--- src/rtl/bus_pkg.sv ---
// Shared types and constants for the bus target: FSM states, completion codes,
// register offsets and counter widths.
package bus_pkg;

  typedef enum logic [2:0] {
    IDLE,
    DECODE,
    WAIT,
    READY,
    DONE
  } state_e;

  localparam logic [1:0] ERR_OK      = 2'b00;
  localparam logic [1:0] ERR_RO      = 2'b01;
  localparam logic [1:0] ERR_ABORT   = 2'b10;
  localparam logic [1:0] ERR_TIMEOUT = 2'b11;

  localparam logic [1:0] REG_CTRL   = 2'd0;
  localparam logic [1:0] REG_PARAM  = 2'd1;
  localparam logic [1:0] REG_STATUS = 2'd2;
  localparam logic [1:0] REG_ID     = 2'd3;

  localparam int unsigned WAIT_CNT_W = 4;
  localparam int unsigned TMO_CNT_W  = 8;

  // CTRL and PARAM are the only writable registers
  function automatic logic is_rw_reg(input logic [1:0] off);
    return (off == REG_CTRL) || (off == REG_PARAM);
  endfunction

endpackage

--- src/rtl/bus_target_regfile.sv ---
// CTRL/PARAM storage and the four-entry read mux of the bus target.
module bus_target_regfile
  import bus_pkg::*;
#(
  parameter int unsigned             DATA_WIDTH = 16,
  parameter logic [DATA_WIDTH-1:0]   DEVICE_ID  = DATA_WIDTH'(16'hC3D1)
) (
  input  logic                  clk,
  input  logic                  rst_n,
  input  logic                  we_c,
  input  logic [1:0]            offset,
  input  logic [DATA_WIDTH-1:0] wdata,
  input  logic [DATA_WIDTH-1:0] status_in,
  output logic [DATA_WIDTH-1:0] rdata_c,
  output logic [DATA_WIDTH-1:0] ctrl_out,
  output logic [DATA_WIDTH-1:0] param_out
);

  logic [DATA_WIDTH-1:0] ctrl_q, ctrl_d;
  logic [DATA_WIDTH-1:0] param_q, param_d;

  always_comb begin
    ctrl_d  = ctrl_q;
    param_d = param_q;
    if (we_c) begin
      if (offset == REG_CTRL)  ctrl_d  = wdata;
      if (offset == REG_PARAM) param_d = wdata;
    end
  end

  always_ff @(posedge clk or negedge rst_n) begin
    if (!rst_n) begin
      ctrl_q  <= '0;
      param_q <= '0;
    end else begin
      ctrl_q  <= ctrl_d;
      param_q <= param_d;
    end
  end

  always_comb begin
    rdata_c = '0;
    case (offset)
      REG_CTRL:   rdata_c = ctrl_q;
      REG_PARAM:  rdata_c = param_q;
      REG_STATUS: rdata_c = status_in;
      REG_ID:     rdata_c = DEVICE_ID;
      default:    rdata_c = '0;
    endcase
  end

  assign ctrl_out  = ctrl_q;
  assign param_out = param_q;

endmodule

--- src/rtl/bus_target.sv ---
// Four-register bus target: address decode, wait states, ready/strobe handshake
// with abort and timeout, registered response outputs.
module bus_target
  import bus_pkg::*;
#(
  parameter int unsigned             ADDR_WIDTH  = 8,
  parameter int unsigned             DATA_WIDTH  = 16,
  parameter logic [ADDR_WIDTH-1:0]   BASE_ADDR   = ADDR_WIDTH'(8'h10),
  parameter int unsigned             WAIT_STATES = 1,
  parameter int unsigned             TIMEOUT     = 16,
  parameter logic [DATA_WIDTH-1:0]   DEVICE_ID   = DATA_WIDTH'(16'hC3D1)
) (
  input  logic                  clk,
  input  logic                  reset,
  input  logic                  address_valid,
  input  logic [ADDR_WIDTH-1:0] address,
  input  logic                  write,
  input  logic                  data_strobe,
  input  logic [DATA_WIDTH-1:0] wdata,
  output logic                  target_ready,
  output logic [DATA_WIDTH-1:0] rdata,
  output logic [1:0]            error,
  input  logic [DATA_WIDTH-1:0] status_in,
  output logic [DATA_WIDTH-1:0] ctrl_out,
  output logic [DATA_WIDTH-1:0] param_out
);

  localparam logic [WAIT_CNT_W-1:0] WAIT_LAST =
    WAIT_CNT_W'((WAIT_STATES == 0) ? 0 : WAIT_STATES - 1);
  localparam logic [TMO_CNT_W-1:0] TMO_LAST = TMO_CNT_W'(TIMEOUT - 1);

  state_e                  state_q, state_d;
  logic [ADDR_WIDTH-1:0]   addr_q, addr_d;
  logic                    write_q, write_d;
  logic [WAIT_CNT_W-1:0]   wait_cnt_q, wait_cnt_d;
  logic [TMO_CNT_W-1:0]    tmo_cnt_q, tmo_cnt_d;
  logic                    ready_q, ready_d;
  logic [DATA_WIDTH-1:0]   rdata_q, rdata_d;
  logic [1:0]              error_q, error_d;

  logic [ADDR_WIDTH-1:0]   offset_full;
  logic [1:0]              offset;
  logic                    in_window;
  logic                    ro_c;
  logic                    we_c;
  logic [DATA_WIDTH-1:0]   reg_rdata_c;

  assign offset_full = addr_q - BASE_ADDR;
  assign offset      = offset_full[1:0];
  assign in_window   = (addr_q >= BASE_ADDR) && (offset_full < ADDR_WIDTH'(4));
  assign ro_c        = write_q && !is_rw_reg(offset);

  // ready is presented one cycle after entering READY; strobes count only once it is visible
  always_comb begin
    state_d    = state_q;
    addr_d     = addr_q;
    write_d    = write_q;
    wait_cnt_d = wait_cnt_q;
    tmo_cnt_d  = '0;
    error_d    = ERR_OK;
    ready_d    = 1'b0;
    rdata_d    = '0;
    we_c       = 1'b0;

    case (state_q)
      IDLE: begin
        if (address_valid) begin
          addr_d  = address;
          write_d = write;
          state_d = DECODE;
        end
      end
      DECODE: begin
        wait_cnt_d = '0;
        if (!in_window) begin
          state_d = IDLE;
        end else if (!address_valid) begin
          state_d = IDLE;
          error_d = ERR_ABORT;
        end else if (WAIT_STATES == 0) begin
          state_d = READY;
        end else begin
          state_d = WAIT;
        end
      end
      WAIT: begin
        if (!address_valid) begin
          state_d = IDLE;
          error_d = ERR_ABORT;
        end else if (wait_cnt_q == WAIT_LAST) begin
          state_d = READY;
        end else begin
          wait_cnt_d = wait_cnt_q + WAIT_CNT_W'(1);
        end
      end
      READY: begin
        tmo_cnt_d = tmo_cnt_q;
        if (!address_valid) begin
          state_d = IDLE;
          error_d = ERR_ABORT;
        end else if (ready_q && data_strobe) begin
          state_d = DONE;
          we_c    = write_q && !ro_c;
        end else if (ready_q) begin
          if (tmo_cnt_q == TMO_LAST) begin
            state_d = DONE;
            error_d = ERR_TIMEOUT;
          end else begin
            tmo_cnt_d = tmo_cnt_q + TMO_CNT_W'(1);
          end
        end
      end
      DONE: begin
        if (!address_valid) state_d = IDLE;
      end
      default: state_d = IDLE;
    endcase

    if (state_q == READY && state_d == READY) begin
      ready_d = 1'b1;
      error_d = ro_c ? ERR_RO : ERR_OK;
      rdata_d = write_q ? '0 : reg_rdata_c;
    end
  end

  always_ff @(posedge clk or negedge reset) begin
    if (!reset) begin
      state_q    <= IDLE;
      addr_q     <= '0;
      write_q    <= 1'b0;
      wait_cnt_q <= '0;
      tmo_cnt_q  <= '0;
      ready_q    <= 1'b0;
      rdata_q    <= '0;
      error_q    <= ERR_OK;
    end else begin
      state_q    <= state_d;
      addr_q     <= addr_d;
      write_q    <= write_d;
      wait_cnt_q <= wait_cnt_d;
      tmo_cnt_q  <= tmo_cnt_d;
      ready_q    <= ready_d;
      rdata_q    <= rdata_d;
      error_q    <= error_d;
    end
  end

  bus_target_regfile #(
    .DATA_WIDTH (DATA_WIDTH),
    .DEVICE_ID  (DEVICE_ID)
  ) u_regfile (
    .clk       (clk),
    .rst_n     (reset),
    .we_c      (we_c),
    .offset    (offset),
    .wdata     (wdata),
    .status_in (status_in),
    .rdata_c   (reg_rdata_c),
    .ctrl_out  (ctrl_out),
    .param_out (param_out)
  );

  assign target_ready = ready_q;
  assign rdata        = rdata_q;
  assign error        = error_q;

endmodule

--- config.mk ---
export PLATFORM = sky130hd
export DESIGN_NAME = bus_target
export DESIGN_NICKNAME = d
export VERILOG_FILES = /design/src/rtl/bus_pkg.sv /design/src/rtl/bus_target_regfile.sv /design/src/rtl/bus_target.sv
export SDC_FILE = /design/constraint.sdc
export NUM_CORES = 1
export LEC_CHECK = 0
export ABC_AREA = 1
export BUFFER_PORTS_ARGS = -buffer_cell sky130_fd_sc_hd__buf_2
export CORE_UTILIZATION = 53
export DETAILED_ROUTE_END_ITERATION = 12
export GPL_TIMING_DRIVEN = 1
export PLACE_DENSITY = 0.81
export REMOVE_ABC_BUFFERS = 1
export SYNTH_ARGS = -nofsm -noshare
export SYNTH_HDL_FRONTEND = slang
export SYNTH_SLANG_ARGS = --single-unit
--- constraint.sdc ---
create_clock -name clk -period 2.1 [get_ports clk]
set_input_delay 0.105 -clock clk [delete_from_list [all_inputs] [get_ports clk]]
set_output_delay 0.105 -clock clk [all_outputs]
set_load 0.005 [all_outputs]
-- Word level (Yosys, flattened, before mapping)
Cells that the tools add are included.
- input port bits: 45
- output and inout port bits: 51
- flip-flop bits (word level): 75
- $lt $le $gt $ge: 2
- muxes and demuxes: 35
- add/subtract/negate cells: 3
- reductions and logical operators: 17
- eq/ne operators: 15
- operators with widths (operator ; count):
    $pmux W16 S4 ; 1
    $mux W8 ; 5
    $mux W16 ; 2
    $mux W3 ; 8
    $mux W2 ; 9
    $pmux W3 S5 ; 1
    $ne A2 B2 Y1 const B ; 6
    $eq A3 B2 Y1 const B ; 3
    $add A8 B1 Y8 const B ; 1
    $eq A8 B4 Y1 const B ; 1
    $ge A8 B5 Y1 const B ; 1
    $lt A8 B3 Y1 const B ; 1
    $mux W4 ; 2
    $pmux W4 S2 ; 1
    $sub A8 B5 Y8 const B ; 1
    $pmux W2 S3 ; 1
    $reduce_and A2 Y1 ; 3
    $logic_and A1 B1 Y1 ; 5
    $mux W1 ; 5
    $add A4 B1 Y4 const B ; 1
    $eq A2 B2 Y1 const B ; 2
    $logic_not A4 Y1 ; 1
    $reduce_and A4 Y1 ; 1
    $eq A3 B1 Y1 const B ; 1
    8 further kinds ; 9

-- Depth between registers and ports, before layout
- word-level depth: 11
- mapped depth: 9
- mapped depth without buffers: 9

-- Cells and area by module
From an unflattened synthesis, not the netlist that was laid out.
- cell total of the unflattened synthesis: 429
- area total of the unflattened synthesis: 3778.6 um2
- modules (own cells, without submodules) (module ; instances ; cells an instance ; area each (um2)):
    bus_target ; 1 ; 213 ; 2058.2
    bus_target_regfile ; 1 ; 216 ; 1720.4

-- Least setup slack after synthesis
No wires, ideal clock.
- path kind: reg2reg
- from: reg tmo_cnt_q[0]
- to: reg tmo_cnt_q[2]
- path buffers: 0
- stages on the path, launching flop included: 7
- library setup time: 77 ps
- data arrival time: 1294 ps
- period minus slack after synthesis: 1372 ps
- path slack: 728 ps
- path through: dfrtp_1 -> ha_1 -> nand2_1 -> nor2_2 -> a21oi_1 -> nand2_1 -> a21oi_1
- word-level cells in the longest chain between the ends: 6
- ends and longest elaborated chain (item ; line ; RTL):
    from (decl) ; bus_target.sv:36 ; logic [TMO_CNT_W-1:0] tmo_cnt_q, tmo_cnt_d;
    from (signal assigned) ; bus_target.sv:141 ; tmo_cnt_q <= tmo_cnt_d;
    $add A8 B1 Y8 ; bus_target.sv:109 ; tmo_cnt_d = tmo_cnt_q + TMO_CNT_W'(1);
    $mux W8 ; bus_target.sv:105 ; if (tmo_cnt_q == TMO_LAST) begin
    $mux W8 ; bus_target.sv:104 ; end else if (ready_q) begin
    $mux W8 ; bus_target.sv:101 ; end else if (ready_q && data_strobe) begin
    $mux W8 ; bus_target.sv:98 ; if (!address_valid) begin
    $mux W8 ; bus_target.sv:65 ; case (state_q)
Several ways; a longest one is shown, not always the timed one. The select of a mux whose other input is x is not followed.
A chain may end at the register's enable or synchronous reset.

-- Worst setup path in the final report
- from: reg tmo_cnt_q[0]
- to: reg tmo_cnt_q[6]
Same word-level chain as after synthesis.

==> flow_metrics.py <==
metrics = {
    "outcome": {
        "status": "completed",
    },
    "timing": {
        "slew_violations": 0,
        "slew_headroom": 0.618,
        "tns_ns": 0,
        "period_needed_ns": 1.64,
        "hold_viol": 0,
        "rsz0062_at_grt": "no",
        "timing.fmax_ghz": 0.609,
        "setup_ws_ns": 0.457,
        "finalClockSkew_ns": 0.0122,
        "finalSetupViolCount": 0,
        "finalCritPeriodShare": 0.782,
        "worst_slew_pin_slew_ns": 0.571,
    },
    "routing": {
        "drt_first_iter_violations": 236,
        "drcViolationCount": 0,
        "drt-total-wl_um": 7980,
        "route.vias.total": 3165,
        "wire_per_inst_um": 13.1,
        "vias_per_cell": 5.18,
        "ant_nets": 0,
        "dr.pass1.iters": 7,
    },
    "global_route": {
        "met2_usage": 0.401,
        "grt_pass1_vias": 3070,
        "grt-ovfl-total": 0,
        "grt_pass1_wl_um": 13300,
        "grt_use_total": 0.242,
        "antenna_found_initial": 0,
        "met3_usage": 0.0666,
        "use_met1": 0.303,
        "grt_max_degree": 44,
        "grt-busiest-layer": "met2",
    },
    "cts": {
        "cts_tree": "yes",
        "h-tree-depth": 3,
        "clk_latency_ns": 0.34,
        "clock_sinks": 75,
        "clk_pin_slew_ns": 0.08,
        "cts_buffers": 9,
        "cts_root_buffer": "clkbuf_8",
        "cts_buffer_depth": 2,
    },
    "setup_path": {
        "endpoint_kind": "flop",
        "cp_max_fo": 7,
        "crit_arrival_ns": 1.90,
        "startpoint_type": "flop",
        "crit_required_ns": 2.36,
        "timing_worst_setup_path_type": "flop to flop",
    },
    "synth": {
        "yosysWarnings": 0,
        "ys_seq_area_frac": 0.540,
        "ys_types": 26,
        "synthCells": 427,
        "avgSynthCellArea_um2": 8.13,
        "ys_ff_latch": 75,
        "netlist_area_um2": 3470,
    },
    "placement": {
        "place.port_buffers": 95,
        "globalplace.congestion": 0.853,
        "pre_cts_ws_ns": 0.495,
        "hpwl_um": 5560,
    },
    "cells_and_area": {
        "nets": 578,
        "area_delta_synth_final_pct": 23.7,
        "layout-drive-gt1-share": 0.249,
        "diodes": 0,
    },
    "pwr": {
        "ir_drop_uv": 543,
        "pwr_density_cell_nw_per_um2": 692,
        "power.leakage_nw": 2.34,
    },
    "die": {
        "dieHeight_um": 83.0,
        "dieArea_um2": 6880,
        "die_w_um": 83.0,
        "io_pins": 96,
        "num_rows": 29,
        "core_area_um2": 6350,
        "initial_core_util": 0.547,
    },
    "worst_hold_path": {
        "hold_class": "primary input to flop",
    },
    "job": {
        "cap_viol_max_count": 0,
    },
}
## power by group
group | switching, mW | leakage, nW | internal, mW
combinational | 0.177 | 1.21 | 0.101
clock | 0.536 | 0.106 | 0.667
sequential | 0.0248 | 1.02 | 1.47
total | 0.738 | 2.34 | 2.24
## synth_stat cells
master    instances  area [um2]
clkbuf_1          2        7.51
o211ai_1          1        7.51
inv_2             4        15.0
dfrtp_1          75        1880
ha_1              3        37.5
xor2_1            1        8.76
nand2_1         132         495
nor3_1            5        25.0
nor2_2            1        6.26
o21ai_1          33         165
buf_2            11        55.1
inv_1            44         165
buf_4             3        22.5
o21ai_2           1        8.76
a21oi_1          10        50.1
or2_2             1        6.26
clkinv_1          1        3.75
nor3_4            1        16.3
nand3_1          34         170
nor2_4            1        11.3
o21ai_0          18        90.1
nand4_1           8        50.1
nor2_1           31         116
mux2_2            3        33.8
nand3_2           2        20.0
xnor2_1           1        8.76
## what timing repair did
action                                 4_1_cts  5_1_grt
gates resized for setup                      0        0
endpoints found under the hold margin       44        0
setup buffers                                0        0
hold buffers                                 4        0
setup endpoints to repair                    0        0
## cell families (layout without fill, tap and decap cells)
logic type | count (synthesis) | in the layout | share of synthesized area
AO/OA/AOI/OAI | 63 | 63 | 0.0926
XOR/XNOR | 2 | 2 | 0.00504
adder cells (fa/ha/maj) | 3 | 3 | 0.0108
buffers and inverters | 65 | 172 | 0.0774
flip-flops | 75 | 75 | 0.540
multiplexers | 3 | 3 | 0.00973
AND/OR/NAND/NOR | 216 | 216 | 0.264
## cells in the final DEF, fill, tap and decap left out, types with 2 or more instances in the layout
master         instances
a21oi_1               10
buf_2                 94
buf_4                  9
bufinv_16              2
clkbuf_8               9
dfrtp_1               75
dlygate4sd3_1          4
ha_1                   3
inv_1                 44
inv_2                  4
mux2_2                 3
nand2_1              132
nand3_1               34
nand3_2                2
nand4_1                8
nor2_1                31
nor3_1                 5
o21ai_0               18
o21ai_1               33
## final timing paths
path	cells after the start	to	slack (ns)	startpoint
worst max-delay path	6	tmo_cnt_q[6]$_DFFE_PN0P_	0.46	tmo_cnt_q[0]$_DFFE_PN0P_
worst min-delay path	3	u_regfile.param_out[15]$_DFFE_PN0P_	0.01	wdata[15]
worst max register to register	6	tmo_cnt_q[6]$_DFFE_PN0P_	0.46	tmo_cnt_q[0]$_DFFE_PN0P_
worst min register to register	2	u_regfile.ctrl_out[4]$_DFFE_PN0P_	0.52	u_regfile.ctrl_out[4]$_DFFE_PN0P_
max in group asynchronous	3	u_regfile.ctrl_out[8]$_DFFE_PN0P_	1.18	reset
min in group asynchronous	2	wait_cnt_q[2]$_DFFE_PN0P_	0.28	reset
## registers in the layout (all words and copies together), names as in the netlist, 2 cells and up
signal and cells:
rdata 16, u_regfile.ctrl_out 16, u_regfile.param_out 16, addr_q 8
tmo_cnt_q 8, wait_cnt_q 4, state_q 3, error 2
## cell type report
class                           instances  area [um2]
Clock inverter                          6        90.1
Tap cell                               77        96.3
Fill cell                             504        2050
Timing Repair Buffer                  108         598
Clock buffer                            9         124
Sequential cell                        75        1880
Inverter                               49         184
Multi-Input combinational cell        287        1330
## critical path: stages, from the launching register on
cell and delay [ns]:
dfrtp_1 0.42, ha_1 0.27, nand2_1 0.10, nor2_2 0.05, a21oi_1 0.46, nand4_1 0.16
o21ai_0 0.11
## stage by stage
stage | cells | util | hold WS (ns) | area (um2) | total power, mW
4_1_cts | 611 | 0.677 | 0.00533 | 4300 | 2.99
6_report | 611 | 0.677 | 0.00991 | 4300 | 2.98
2_1_floorplan | 411 | - | -0.191 | 3390 | 1.66
5_1_grt | 611 | 0.677 | 0.00780 | 4300 | 3.10
3_3_place_gp | 592 | 0.637 | 0.114 | 4040 | 1.79
3_5_place_dp | 592 | 0.637 | 0.123 | 4040 | 1.79
## per-layer routing
metal | share of wire | wire, um
met5 | 0 | 0
met4 | 0.016 | 129
met3 | 0.079 | 628
met2 | 0.48 | 3840
met1 | 0.42 | 3380
Power figures use the tool's default switching activity.
